`config.mk`:
```
export PLATFORM = sky130hd
export DESIGN_NAME = modulation_sampler
export DESIGN_NICKNAME = d
export VERILOG_FILES = /design/src/rtl/modulation_sampler.sv
export SDC_FILE = /design/constraint.sdc
export NUM_CORES = 1
export LEC_CHECK = 0
export ABC_AREA = 1
export BUFFER_PORTS_ARGS = -buffer_cell sky130_fd_sc_hd__buf_2
export CAP_MARGIN = 5
export CORE_ASPECT_RATIO = 1.4
export CORE_MARGIN = 5
export CORE_UTILIZATION = 40
export DETAILED_ROUTE_END_ITERATION = 6
export PLACE_DENSITY_LB_ADDON = 0.3
export SLEW_MARGIN = 5
export SYNTH_ARGS = -nofsm -noshare
export SYNTH_HDL_FRONTEND = slang
export SYNTH_SLANG_ARGS = --single-unit
```
`constraint.sdc`:
```
create_clock -name CLK -period 3.06 [get_ports CLK]
set_input_delay 0.459 -clock CLK [delete_from_list [all_inputs] [get_ports CLK]]
set_output_delay 0.459 -clock CLK [all_outputs]
set_load 0.01 [all_outputs]
```
`src/rtl/modulation_sampler.sv`:
```
// rtl/modulation_sampler.sv - steps through the modulation BRAM at a programmable period and strobes samples to the modulator
// Optional sticky OVERRUN flag is built only when MOD_SAMPLER_OVERRUN_EN is defined.
module modulation_sampler #(
    parameter int ADDR_WIDTH = 12,
    parameter int DIV_WIDTH  = 16
) (
    input  logic                  CLK,
    input  logic                  RST,
    input  logic                  EN,
    input  logic [DIV_WIDTH-1:0]  FREQ_DIV,
    input  logic [ADDR_WIDTH-1:0] CYCLE,
    input  logic                  READY,
    output logic [ADDR_WIDTH-1:0] BRAM_ADDR,
    input  logic [7:0]            BRAM_DATA,
    output logic [7:0]            MOD,
    output logic                  UPDATE,
    output logic                  OVERRUN
);

    localparam logic [0:0] ST_IDLE = 1'b0;
    localparam logic [0:0] ST_RUN  = 1'b1;

    logic [0:0]            state;
    logic [DIV_WIDTH-1:0]  div_cnt;
    logic [DIV_WIDTH-1:0]  period;
    logic [ADDR_WIDTH-1:0] idx;
    logic [ADDR_WIDTH-1:0] fetch_addr;
    logic                  fetch_q1;
    logic                  fetch_q2;
    logic                  pending;
    logic [7:0]            pend_data;
    logic                  run_active;
    logic                  tick;
    logic                  capture;
    logic                  deliver;

    always_comb begin
        period     = (FREQ_DIV < DIV_WIDTH'(4)) ? DIV_WIDTH'(4) : FREQ_DIV;
        run_active = (state == ST_RUN) && EN;
        // ">=" so a FREQ_DIV lowered below the running count still ticks promptly
        tick       = run_active && (div_cnt >= period - 1'b1);
        // Guards the read itself when CYCLE shrinks below an already-advanced idx
        fetch_addr = (idx > CYCLE) ? '0 : idx;
        capture    = run_active && fetch_q2;
        deliver    = run_active && pending && READY;
    end

    always_ff @(posedge CLK) begin
        if (RST) begin
            state     <= ST_IDLE;
            div_cnt   <= '0;
            idx       <= '0;
            BRAM_ADDR <= '0;
            fetch_q1  <= 1'b0;
            fetch_q2  <= 1'b0;
            pending   <= 1'b0;
            pend_data <= 8'h00;
            MOD       <= 8'h00;
            UPDATE    <= 1'b0;
        end else begin
            UPDATE <= 1'b0;
            if (!run_active) begin
                // Idle, or leaving RUN: drop everything in flight, keep MOD
                state    <= EN ? ST_RUN : ST_IDLE;
                div_cnt  <= '0;
                idx      <= '0;
                fetch_q1 <= 1'b0;
                fetch_q2 <= 1'b0;
                pending  <= 1'b0;
            end else begin
                div_cnt  <= tick ? '0 : div_cnt + 1'b1;
                fetch_q1 <= tick;
                fetch_q2 <= fetch_q1;
                if (tick) begin
                    BRAM_ADDR <= fetch_addr;
                    idx       <= (fetch_addr >= CYCLE) ? '0 : fetch_addr + 1'b1;
                end
                if (deliver) begin
                    MOD    <= pend_data;
                    UPDATE <= 1'b1;
                end
                if (capture) begin
                    pend_data <= BRAM_DATA;
                    pending   <= 1'b1;
                end else if (deliver) begin
                    pending <= 1'b0;
                end
            end
        end
    end

`ifdef MOD_SAMPLER_OVERRUN_EN
    always_ff @(posedge CLK) begin
        if (RST || !run_active) begin
            OVERRUN <= 1'b0;
        end else if (capture && pending && !READY) begin
            OVERRUN <= 1'b1;
        end
    end
`else
    assign OVERRUN = 1'b0;
`endif

endmodule

```
Yosys cells after proc, flatten, opt, wreduce, memory -nomap -nowiden

Index checks and enable logic that the tools add are counted.

Output and inout bits: 22
Bits in registers: 61
Logic and storage cells: 36
Input port bits: 40

Bitwise gates (word level): 1
Reduce and logical (&&, ||, !) cells: 11
Mux-type cells: 7
$lt $le $gt $ge: 4
Add/subtract/negate cells: 3

Operator list:

| cell                                                                  | number |
|---|---|
| 12-bit 2-to-1 mux                                                     | 2 |
| 16-bit by 1-bit adder with 16-bit output, second input constant       | 1 |
| 16-bit >= comparator                                                  | 1 |
| 16-bit by 3-bit < comparator with 1-bit output, second input constant | 1 |
| 16-bit 2-to-1 mux                                                     | 1 |
| 16-bit by 1-bit subtractor with 16-bit output, second input constant  | 1 |
| 12-bit by 1-bit adder with 12-bit output, second input constant       | 1 |
| 12-bit >= comparator                                                  | 1 |
| 12-bit greater-than comparator                                        | 1 |
| 2-bit AND reduction                                                   | 3 |
| 1-bit logical AND                                                     | 5 |
| 1-bit 2-to-1 mux                                                      | 4 |
| 3-bit OR reduction                                                    | 1 |
| 2-bit nonzero test                                                    | 1 |
| 2-bit OR reduction                                                    | 1 |
| 1-bit NOT                                                             | 1 |

Logic depth before layout (Yosys ltp)

Gate-level depths: netlist (run 1).

Depth in word-level cells: 6
Mapped depth: 24
Gate-level depth less buffers: 22

Worst setup path before layout (run 1)

No wires, ideal clock.

Kind: input-to-reg
From: in FREQ_DIV[10]
To: reg div_cnt[15]
Data arrival time: 3.061 ns
Slack: -0.129 ns
Buffers on the path: 1
Library setup time: 0.128 ns
Cell stages on the path: 19
Required time: 2.932 ns
Cells stage by stage: or2_2 > nor2_1 > nand3_1 > nand2_1 > ha_1 > nand3_1 > nor2_1 > nand3_1 > o21ai_0 > inv_1 > ha_1 > nand2_1 > nor3_1 > nand3_1 > nand3_1 > nor2_1 > clkinv_1 > clkbuf_1 > nor2_1

Word-level cells in the longest chain between the ends: 6

Ends and longest elaborated chain:

| item                                            | RTL line | source |
|---|---|---|
| from (decl)                                     | 10       | `input logic [DIV_WIDTH-1:0] FREQ_DIV,` |
| 16-bit by 3-bit < comparator with 1-bit output  | 38       | `period = (FREQ_DIV < DIV_WIDTH'(4)) ? DIV_WIDTH'(4) : FREQ_DIV;` |
| 16-bit 2-to-1 mux *                             | 38       |  |
| 16-bit by 1-bit subtractor with 16-bit output * | 41       | `tick = run_active && (div_cnt >= period - 1'b1);` |
| 16-bit >= comparator *                          | 41       |  |
| 1-bit logical AND *                             | 41       |  |
| 3-bit OR reduction (no source line) *           | n/a      |  |
| to (signal assigned)                            | 71       | `div_cnt <= tick ? '0 : div_cnt + 1'b1;` |
| to (decl)                                       | 24       | `logic [DIV_WIDTH-1:0] div_cnt;` |

Mark *: on every way between the ends. The rest lies on a longest branch, timed or not.
A chain may end at the register's enable or synchronous reset.

Final worst setup path (run 1)

From: in FREQ_DIV[5]
To: reg div_cnt[7]

Same word-level chain as after synthesis.

==> results.py, run 1 <==
metrics = {
    "run_status": {
        "status": "finished, final reports clean",
    },
    "detailed_routing": {
        "postRouteAntennaNets": 0,
        "dr.pass1.iters": 4,
        "finalWirelength_mm": 10.2,
        "drc": 0,
        "vias": 3872,
        "wl_per_cell_um": 12.9,
        "drtIter0Drc": 180,
        "via_per_inst": 4.92,
    },
    "logic_synthesis": {
        "yosys.area_share.simple_pct": 27.8,
        "yosys-mux-area-fraction_pct": 0,
        "synth.distinct_cells": 36,
        "synth_compound_area_share_pct": 11.4,
        "ys_ff_latch": 61,
        "synth_xor_area_share_pct": 4.61,
        "syn_nets": 633,
        "syn_avg_cell_area_um2": 6.91,
        "synthCells": 550,
        "synth_area_um2": 3800,
        "yosysWarnings": 0,
        "seq_area_frac_synth_pct": 32.1,
        "synth_adder_area_share_pct": 14.2,
        "synth_top_family_by_area": "simple AND/OR/NAND/NOR gates",
    },
    "cells_and_area": {
        "layout_commonest_cell": "nand2_1",
        "drive_gt1_share_pct": 27.2,
        "nets": 755,
        "synthToLayoutAreaGrowth_pct": 37.9,
        "final_cell_count_no_fill": 787,
        "diodes": 0,
        "mostFrequentLayoutCells": "nand2_1, inv_1, dfxtp_1",
    },
    "timing": {
        "finalMaxSlewViolations": 0,
        "tns_ps": 0,
        "slew_headroom_pct": 48.0,
        "hold_ws_ps": 390,
        "rsz0062_at_grt": "true",
        "clock.fmax_mhz": 333,
        "clock_skew_ps": 5.78,
        "min_period_over_period_pct": 98.0,
        "tightest_slew_ps": 780,
        "final-hold-violation-count": 0,
        "finalSetupViolations": 0,
        "fin_crit_ps": 3000,
    },
    "floorplanning": {
        "start_util_pct": 40.6,
        "dieArea_um2": 11600,
        "die_width_um": 92.4,
        "core-area_um2": 9350,
        "rows": 42,
        "dieHeight_um": 125,
        "io_pins": 62,
    },
    "place": {
        "dp_cells": 762,
        "portBuffers": 60,
        "place_hpwl_mm": 7.58,
        "gp_congestion": 0.914,
    },
    "hold_path": {
        "hold_path.class": "in2reg",
        "holdPathEnd": "state",
        "hold_depth": 3,
        "worstHoldStart": "EN",
    },
    "worst_setup_path": {
        "cp_num_buf_inv": 3,
        "path_delay_family": "simple AND/OR/NAND/NOR gates",
        "crit_arrival_ps": 3260,
        "cp-end-kind": "flip-flop",
        "crit_type": "in2reg",
        "worst_path_max_delay_cell": "nor2_4",
        "required_ps": 3320,
        "crit_path_cell_trace": "buf_2, nor2_4, nand2_2, nor3_4, nand3_4, nand2_2, ha_2, nand3_4, nor2_1, xor2_1, ha_1, nand4_1, inv_1, a21oi_1, nand3_2, nor2_4, clkinv_4, nor3b_2",
        "startpoint_type": "input pin",
        "r2r.worst_path.cells": 19,
        "r2r_end": "idx[2]",
        "critPathMaxFanout": 5,
        "r2r_start": "idx[9]",
        "max_stage_delay_ps": 280,
        "rrSetupSlack_ps": 200,
    },
    "global_route": {
        "grt_max_degree": 27,
        "track_usage_pct": 16.8,
        "antenna_found_initial": 0,
        "overflow": 0,
        "grt_pass1_vias": 3678,
        "grt_pass1_wl_mm": 15.9,
    },
    "power": {
        "pwr_density_cell_nw_per_um2": 397,
        "peakVddDrop_mv": 0.244,
        "p_leak_nw": 2.75,
        "power.total_w": 0.00208,
    },
    "clock_tree": {
        "cts_num_sinks": 61,
        "cts_tree": "built",
        "cts_buffer_depth": 2,
        "clk_latency_ps": 330,
        "clockRootBuffer": "clkbuf_16",
        "htree_levels": 3,
        "numCtsBuffers": 9,
        "clkTransAtPathRegs_ps": 50,
    },
    "run": {
        "drv_cap": 0,
    },
}
[tightest hold or removal path, stage by stage]
cell and delay [ps]:
buf_2 110, inv_1 60, nor2_1 40
[metrics by stage]
step	utilization [%]	cell area, um^2	worst slack, ps
floorplan	-	3820	15.0
finish	56.0	5240	59.8
detailed placement	49.2	4600	-390
global route	56.0	5240	-134
CTS	52.8	4940	1.24
global placement	49.2	4600	-292
[registers in the layout, indices dropped and copies added (netlist names)]
register,count
fetch_q1,1
MOD,8
BRAM_ADDR,12
UPDATE,1
fetch_q2,1
state,1
pending,1
pend_data,8
idx,12
div_cnt,16
[cells in the mapped netlist (all sizes together)]
cell	n	area [um^2]
nor4	1	6.26
buf	4	21.3
xnor2	6	52.6
nor3	11	66.3
a21oi	39	199
ha	43	538
o21ai	38	190
a211oi	1	7.51
a21o	1	7.51
or2	4	27.5
conb	1	3.75
o211ai	1	7.51
o21bai	1	7.51
nand3	30	155
xor2	14	123
o22ai	2	12.5
nand2	128	483
dfxtp	61	1220
nand4	11	68.8
and3	1	6.26
clkbuf	7	26.3
inv	86	323
or4	1	7.51
nor2	53	199
nor3b	4	35.0
clkinv	1	3.75
[per-layer routing]
layer | vias up | wire, um | global-route usage [%]
li1 | 2019 | - | -
met1 | 1755 | 4170 | 18.9
met2 | 77 | 5350 | 30.8
met3 | 21 | 409 | 3.13
met4 | 0 | 240 | 6.56
met5 | - | 0 | 0
[kinds of logic after synthesis]
logic type      after synthesis
simple gates                244
buf+inv                      98
compound gates               83
flops                        61
fa+ha+maj                    43
xor+xnor                     20
other cells                   1
[repair_timing]
action / 4_1_cts / 5_1_grt
buffers inserted: 0 / 5
pin swaps: 0 / 12
cloned: 0 / 4
hold buffers: 0 / 0
setup endpoints to repair: 18 / 41
gates resized for setup: 2 / 69
[worst max path at each step]
stage | startpoint | end | slack [ps] | depth (start not counted)
finish | FREQ_DIV[5] | div_cnt[7] | 60 | 18
global route | FREQ_DIV[5] | idx[4] | -130 | 18
CTS | idx[8] | idx[2] | 1 | 19
detailed placement | FREQ_DIV[10] | div_cnt[7] | -390 | 17
global placement | FREQ_DIV[10] | div_cnt[2] | -290 | 17
floorplan | FREQ_DIV[10] | idx[11] | 10 | 20
[cell type report]
class / instances / area [um^2]
clock buffer: 9 / 225
clock inverter: 7 / 104
fill: 892 / 4120
inverter: 87 / 332
multi-input combinational: 391 / 2400
sequential: 61 / 1220
tap: 110 / 138
timing repair buffer: 120 / 805
timing repair inverter: 2 / 11.3
[power breakdown]
part           switching [W]  leakage [nW]  internal [W]  total, W
combinational      0.0000927          2.10     0.0000855  0.000178
clock               0.000385         0.161      0.000723   0.00111
sequential       0.000000525         0.492      0.000795  0.000796
total               0.000478          2.75       0.00160   0.00208
Power figures use the tool's default switching activity.
==> inputs of run 2 (changes only) <==
ABC_AREA = not set   (was 1)
GPL_ROUTABILITY_DRIVEN = 0   (was not set)
==> run 2 against run 1 <==
Compared with the run above: the flow now finishes with violations (negative setup slack); combinational power shrank 7%; core utilization grew 3.3 points; worst hold slack lost 22 ps; flip-flop and latch count is the same; routed wire length is essentially flat; critical endpoint is now idx[6]; cell area grew 1.0%; non-clock buffer count grew 24; maximum frequency shrank 26%; clock skew grew 2.3 ps; register-to-register slack lost 780 ps.
==> results.py, run 2 <==
metrics = {
    "logic_synthesis": {
        "ys_ff_latch": 61,
        "synth_area_um2": 3630,
        "synth_top_area_share_pct": 33.6,
        "yosysWarnings": 0,
        "synth.area.top_cells": "dfxtp_1, ha_1, nand2_1",
        "syn_nets": 521,
        "seq_area_frac_synth_pct": 33.6,
        "syn_avg_cell_area_um2": 8.30,
        "synthArstFlopShare_pct": 0,
        "synth_top_area_cell": "dfxtp_1",
        "synthCells": 438,
        "synth-edff-count": 0,
        "synth_ff_type": "dfxtp_1",
        "yosys-top-cells-count": "dfxtp_1, nand2_1, nor2_1",
        "synth.distinct_cells": 48,
    },
    "cells_and_area": {
        "regArea_um2": 1220,
        "multi_input_area_um2": 2510,
        "synthToLayoutAreaGrowth_pct": 45.6,
        "drive_gt1_share_pct": 35.7,
        "top_register": "div_cnt",
        "largest_reg_flops": 16,
        "nets": 667,
        "fill_cells": 796,
        "diodes": 0,
        "mostFrequentLayoutCells": "buf_4, dfxtp_1, buf_2",
        "final_cell_count_no_fill": 696,
        "layout_commonest_cell": "buf_4",
        "reg_top3": "div_cnt: 16 flops, BRAM_ADDR: 12 flops, idx: 12 flops",
    },
    "floorplanning": {
        "io_pins": 62,
        "start_util_pct": 40.7,
        "rows": 41,
        "core-area_um2": 8930,
        "dieArea_um2": 11100,
        "dieHeight_um": 123,
        "die_width_um": 90.6,
    },
    "worst_setup_path": {
        "required_ps": 3300,
        "crit_type": "in2reg",
        "cp-end-kind": "flip-flop",
        "r2r.worst_path.cells": 15,
        "critPathMaxFanout": 6,
        "r2r_start": "idx[10]",
        "startpoint_type": "input pin",
        "rrSetupSlack_ps": -580,
        "crit_arrival_ps": 4310,
        "r2r_end": "idx[6]",
    },
    "clock_tree": {
        "clkTransAtPathRegs_ps": 60,
        "clk_latency_ps": 330,
        "cts_tree": "built",
        "cts_num_sinks": 61,
        "holdBufCountCts": 0,
        "clockRootBuffer": "clkbuf_16",
        "htree_levels": 3,
        "cts_buffer_depth": 2,
        "numCtsBuffers": 9,
    },
    "place": {
        "place_hpwl_mm": 7.73,
        "portBuffers": 60,
        "dp_cells": 673,
    },
    "run_status": {
        "violations": "negative setup slack",
        "status": "complete, but fails checks",
    },
    "detailed_routing": {
        "vias": 3632,
        "wl_per_cell_um": 14.6,
        "via_per_inst": 5.22,
        "postRouteAntennaNets": 0,
        "drtIter0Drc": 138,
        "dr.pass1.iters": 4,
        "finalWirelength_mm": 10.2,
        "drc": 0,
    },
    "timing": {
        "finalSetupViolations": 41,
        "rsz0062_at_grt": "true",
        "hold_ws_ps": 368,
        "setup_ws_ps": -1010,
        "min_period_over_period_pct": 133,
        "tightest_slew_ps": 527,
        "final-hold-violation-count": 0,
        "clock_skew_ps": 8.09,
        "slew_headroom_pct": 64.7,
        "finalMaxSlewViolations": 0,
        "clock.fmax_mhz": 246,
        "fin_crit_ps": 4070,
    },
    "global_route": {
        "track_usage_pct": 18.8,
        "grt_pass1_vias": 3707,
        "overflow": 0,
        "grt_pass1_wl_mm": 16.9,
        "grt_max_degree": 31,
        "antenna_found_initial": 0,
    },
    "power": {
        "internal-power_w": 0.00164,
        "p_switching_w": 0.000446,
        "power.share.clock_pct": 53.8,
        "pwr_density_cell_nw_per_um2": 394,
        "peakVddDrop_mv": 0.376,
        "seq_power_share_pct": 38.2,
        "p_leak_nw": 2.49,
        "comb_power_share_pct": 8.0,
        "p_sw_share_pct": 21.4,
    },
    "hold_path": {
        "holdPathEnd": "pend_data[3]",
        "hold_depth": 3,
        "hold_path.class": "in2reg",
        "worstHoldStart": "BRAM_DATA[3]",
    },
    "run": {
        "drv_cap": 0,
    },
}
==> run 2: cell types whose count changed in the layout (fill, tap and decap cells not counted), moves of 11 or more <==
cell | before | now
mux2i_1 | 0 | 19
nor2b_1 | 0 | 11
inv_1 | 83 | 27
nand3_1 | 26 | 10
nand2_1 | 119 | 54
o21ai_0 | 33 | 4
buf_4 | 54 | 78
==> run 2: worst max-delay path by stage <==
| stage | startpoint | end | slack (ps) |
|---|---|---|---|
| floorplan | FREQ_DIV[9] | div_cnt[10] | -1330 |
| global placement | FREQ_DIV[9] | idx[11] | -1200 |
| detailed placement | FREQ_DIV[9] | idx[11] | -1390 |
| CTS | FREQ_DIV[9] | idx[11] | -970 |
| global route | FREQ_DIV[9] | idx[6] | -1180 |
| finish | FREQ_DIV[9] | idx[6] | -1010 |
==> run 2: per-layer routing <==
layer  wire length [um]  GRT usage [%]  share of wire [%]  vias to the layer above
met2               5590           35.4                 55                       71
met4                340           9.78                3.3                        0
met1               3850           19.2                 38                     1710
li1                   -              -                  -                     1823
met3                388           4.11                3.8                       28
met5                  0              0                  0                        -
==> run 2: cells by family after synthesis <==
group / Yosys count / share of synthesized area, %
AOI/OAI and AO/OA: 75 / 13.2
xor gates and xnor gates: 23 / 5.54
adders and majority gates: 43 / 14.8
buffers and inverters: 37 / 4.06
DFF: 61 / 33.6
muxes: 19 / 5.23
other: 1 / 0.103
and+or+nand+nor: 179 / 23.5
==> run 2: through the flow <==
| step | cell area, um^2 | utilization [%] | TNS (ps) | power (W) | worst slack, ps |
|---|---|---|---|---|---|
| after floorplan | 3700 | - | -50880 | 0.000877 | -1330 |
| after global placement | 4670 | 52.3 | -45810 | 0.000959 | -1200 |
| after detailed placement | 4670 | 52.3 | -51910 | 0.000964 | -1390 |
| after CTS | 5190 | 58.2 | -35330 | 0.00210 | -967 |
| after global routing | 5290 | 59.3 | -42200 | 0.00216 | -1180 |
| final | 5290 | 59.3 | -35710 | 0.00209 | -1010 |
==> run 2: power by group through the flow <==
| stage | registers [W] | clock network [W] | logic [W] |
|---|---|---|---|
| 2_1_floorplan | 0.000814 | 0 | 0.0000632 |
| 3_3_place_gp | 0.000814 | 0 | 0.000145 |
| 3_5_place_dp | 0.000814 | 0 | 0.000150 |
| 4_1_cts | 0.000797 | 0.00114 | 0.000160 |
| 5_1_grt | 0.000796 | 0.00118 | 0.000185 |
| 6_report | 0.000797 | 0.00112 | 0.000166 |
==> run 2: timing repair <==
| action | CTS | global route |
|---|---|---|
| gates cloned | 1 | 1 |
| setup endpoints to repair | 41 | 41 |
| buffers inserted | 6 | 1 |
| resized for setup | 33 | 23 |
| pin swaps | 20 | 3 |
==> run 2: cell type report <==
type	count	area share, %
inverters	27	1.92
clock buffers	11	4.78
flip-flops and latches	61	23.1
repair buffers	144	18.7
multi-input cells	341	47.5
well taps	107	2.53
clock inverters	5	1.54
==> run 2: worst max-delay path, cell delays in order <==
cell and delay (ps):
buf_6 90, or4_4 530, or4_4 450, nor4_4 190
nand2_2 110, nand2_2 110, ha_4 150, nand2_4 70
nor3_2 120, xnor2_1 90, ha_1 310, and4_4 230
o2111ai_2 120, a31o_2 240, a211o_1 300, a211oi_2 290
buf_4 210, a21oi_2 60, mux2i_1 160
==> inputs of run 3 (changes only) <==
--- a/constraint.sdc
+++ b/constraint.sdc
@@ -3,2 +3,2 @@
 set_output_delay 0.459 -clock CLK [all_outputs]
-set_load 0.01 [all_outputs]
+set_load 0.05 [all_outputs]
==> run 3 against run 2 <==
Compared with the run above: largest cell class unchanged; sequential share of layout area up 0.33 points; the run still ends with negative setup slack left; first-iteration DRC count is 40% higher; critical path type unchanged; sequential power is essentially flat; clock skew about the same; global-route usage decreased by 0.97 points.
==> results.py, run 3 (synthesized netlist as in run 2, its figures left out) <==
metrics = {
    "run_status": {
        "status": "complete, but fails checks",
        "violations": "negative setup slack",
    },
    "cells_and_area": {
        "final_cell_count_no_fill": 697,
        "synthToLayoutAreaGrowth_pct": 43.6,
        "layout_commonest_cell": "buf_4",
        "top_register": "div_cnt",
        "nets": 668,
        "reg_top3": "div_cnt: 16 flops, BRAM_ADDR: 12 flops, idx: 12 flops",
        "mostFrequentLayoutCells": "buf_4, dfxtp_1, buf_2",
        "diodes": 0,
        "final_area_um2": 5220,
        "drive_gt1_share_pct": 33.4,
        "largest_reg_flops": 16,
    },
    "clock_tree": {
        "clockRootBuffer": "clkbuf_16",
        "clkTransAtPathRegs_ps": 50,
        "clk_latency_ps": 320,
        "holdBufCountCts": 0,
        "cts_tree": "built",
        "numCtsBuffers": 9,
        "cts_num_sinks": 61,
        "cts_buffer_depth": 2,
        "htree_levels": 3,
    },
    "worst_setup_path": {
        "crit_path_cell_trace": "buf_6, or4_4, or4_4, nor4_4, nand2_2, nand2_2, ha_4, nand2_8, nor4_4, xnor2_1, ha_1, and4_4, o2111ai_2, a31o_2, a211o_1, a21o_1, o31a_1, mux2i_2",
        "r2r_start": "idx[11]",
        "crit_arrival_ps": 4310,
        "r2r_end": "idx[8]",
        "critPathMaxFanout": 6,
        "r2r.worst_path.cells": 14,
        "path_delay_family": "simple AND/OR/NAND/NOR gates",
        "worst_path_max_delay_cell": "or4_4",
        "cp-endpoint": "idx[8]",
        "cp-end-kind": "flip-flop",
        "cp_num_buf_inv": 1,
        "startpoint_type": "input pin",
        "rrSetupSlack_ps": -480,
        "crit_start": "FREQ_DIV[9]",
        "required_ps": 3300,
        "path_depth": 18,
        "crit_type": "in2reg",
        "max_stage_delay_ps": 530,
    },
    "timing": {
        "clock.fmax_mhz": 246,
        "tightest_slew_ps": 589,
        "finalMaxSlewViolations": 0,
        "final-hold-violation-count": 0,
        "fin_crit_ps": 4070,
        "min_period_over_period_pct": 133,
        "hold_ws_ps": 375,
        "rsz0062_at_grt": "true",
        "setup_ws_ps": -1010,
        "clock_skew_ps": 7.99,
        "finalSetupViolations": 41,
        "slew_headroom_pct": 60.6,
    },
    "detailed_routing": {
        "via_per_inst": 5.14,
        "finalWirelength_mm": 9.87,
        "vias": 3580,
        "drc": 0,
        "drtIter0Drc": 193,
        "postRouteAntennaNets": 0,
        "wl_per_cell_um": 14.2,
        "dr.pass1.iters": 4,
    },
    "place": {
        "place_area_um2": 4670,
        "place_ws_ps": -1390,
        "portBuffers": 60,
        "dp_cells": 673,
        "place_hpwl_mm": 7.52,
    },
    "power": {
        "pwr_density_cell_nw_per_um2": 389,
        "power.total_w": 0.00203,
        "peakVddDrop_mv": 0.314,
        "p_leak_nw": 2.45,
    },
    "global_route": {
        "grt_pass1_wl_mm": 16.1,
        "grt_max_degree": 31,
        "antenna_found_initial": 0,
        "overflow": 0,
        "grt_pass1_vias": 3640,
        "track_usage_pct": 17.8,
    },
    "floorplanning": {
        "dieArea_um2": 11100,
        "die_width_um": 90.6,
        "rows": 41,
        "start_util_pct": 40.7,
        "core-area_um2": 8930,
        "dieHeight_um": 123,
        "io_pins": 62,
    },
    "hold_path": {
        "hold_path.class": "in2reg",
    },
    "run": {
        "drv_cap": 0,
    },
}
==> run 3: cell types whose count changed in the layout (fill, tap and decap cells not counted), sizes merged <==
| cell | before | now |
|---|---|---|
| or3 | 4 | 3 |
| clkinv | 1 | 2 |
| buf | 144 | 145 |
==> run 3: area by class of cell <==
class                   count  area, um^2
fillers                   792        3710
repair buffers            146        1000
inverters                  27         101
multi-input cells         340        2440
well taps                 107         134
flip-flops and latches     61        1220
clock buffers              10         229
clock inverters             6        86.3
==> run 3: how the worst min path moves through the flow <==
stage	from	to	slack, ps	depth (start not counted)
after floorplan	fetch_q1	fetch_q2	410	1
after global placement	fetch_q1	fetch_q2	420	1
after detailed placement	fetch_q1	fetch_q2	420	1
after CTS	BRAM_DATA[1]	pend_data[1]	360	3
after global routing	BRAM_DATA[1]	pend_data[1]	380	3
final	BRAM_DATA[1]	pend_data[1]	370	3
==> run 3: timing repair <==
action | 4_1_cts | 5_1_grt
cloned | 2 | 0
buffers inserted | 7 | 0
pin swaps | 7 | 4
gates resized for setup | 31 | 10
setup endpoints to repair | 41 | 41
hold endpoints to repair | 0 | 0
==> run 3: where the power goes <==
group / internal [W] / switching, W / total [W]
combinational: 0.0000851 / 0.0000789 / 0.000164
sequential: 0.000796 / 0.00000116 / 0.000797
clock: 0.000712 / 0.000358 / 0.00107
==> run 3: worst min-delay path, delay by kind of cell <==
kind                   cells  cell delay (ps)
AOI/OAI and AO/OA          1               50
buffers and inverters      1              100
and+or+nand+nor            1               40
==> run 3: per-stage QoR <==
step | TNS, ps | utilization (%)
2_1_floorplan | -50910 | -
3_3_place_gp | -46490 | 52.3
3_5_place_dp | -51710 | 52.3
4_1_cts | -36090 | 58.1
5_1_grt | -44390 | 58.4
6_report | -36080 | 58.4
==> run 3: metal layers <==
| metal | track usage (%) | vias up | share of wire (%) |
|---|---|---|---|
| met5 | 0 | - | 0 |
| met4 | 8.29 | 0 | 2.6 |
| met3 | 3.19 | 18 | 2.7 |
| met2 | 34.9 | 58 | 55 |
| met1 | 17.9 | 1679 | 40 |
| li1 | - | 1825 | - |
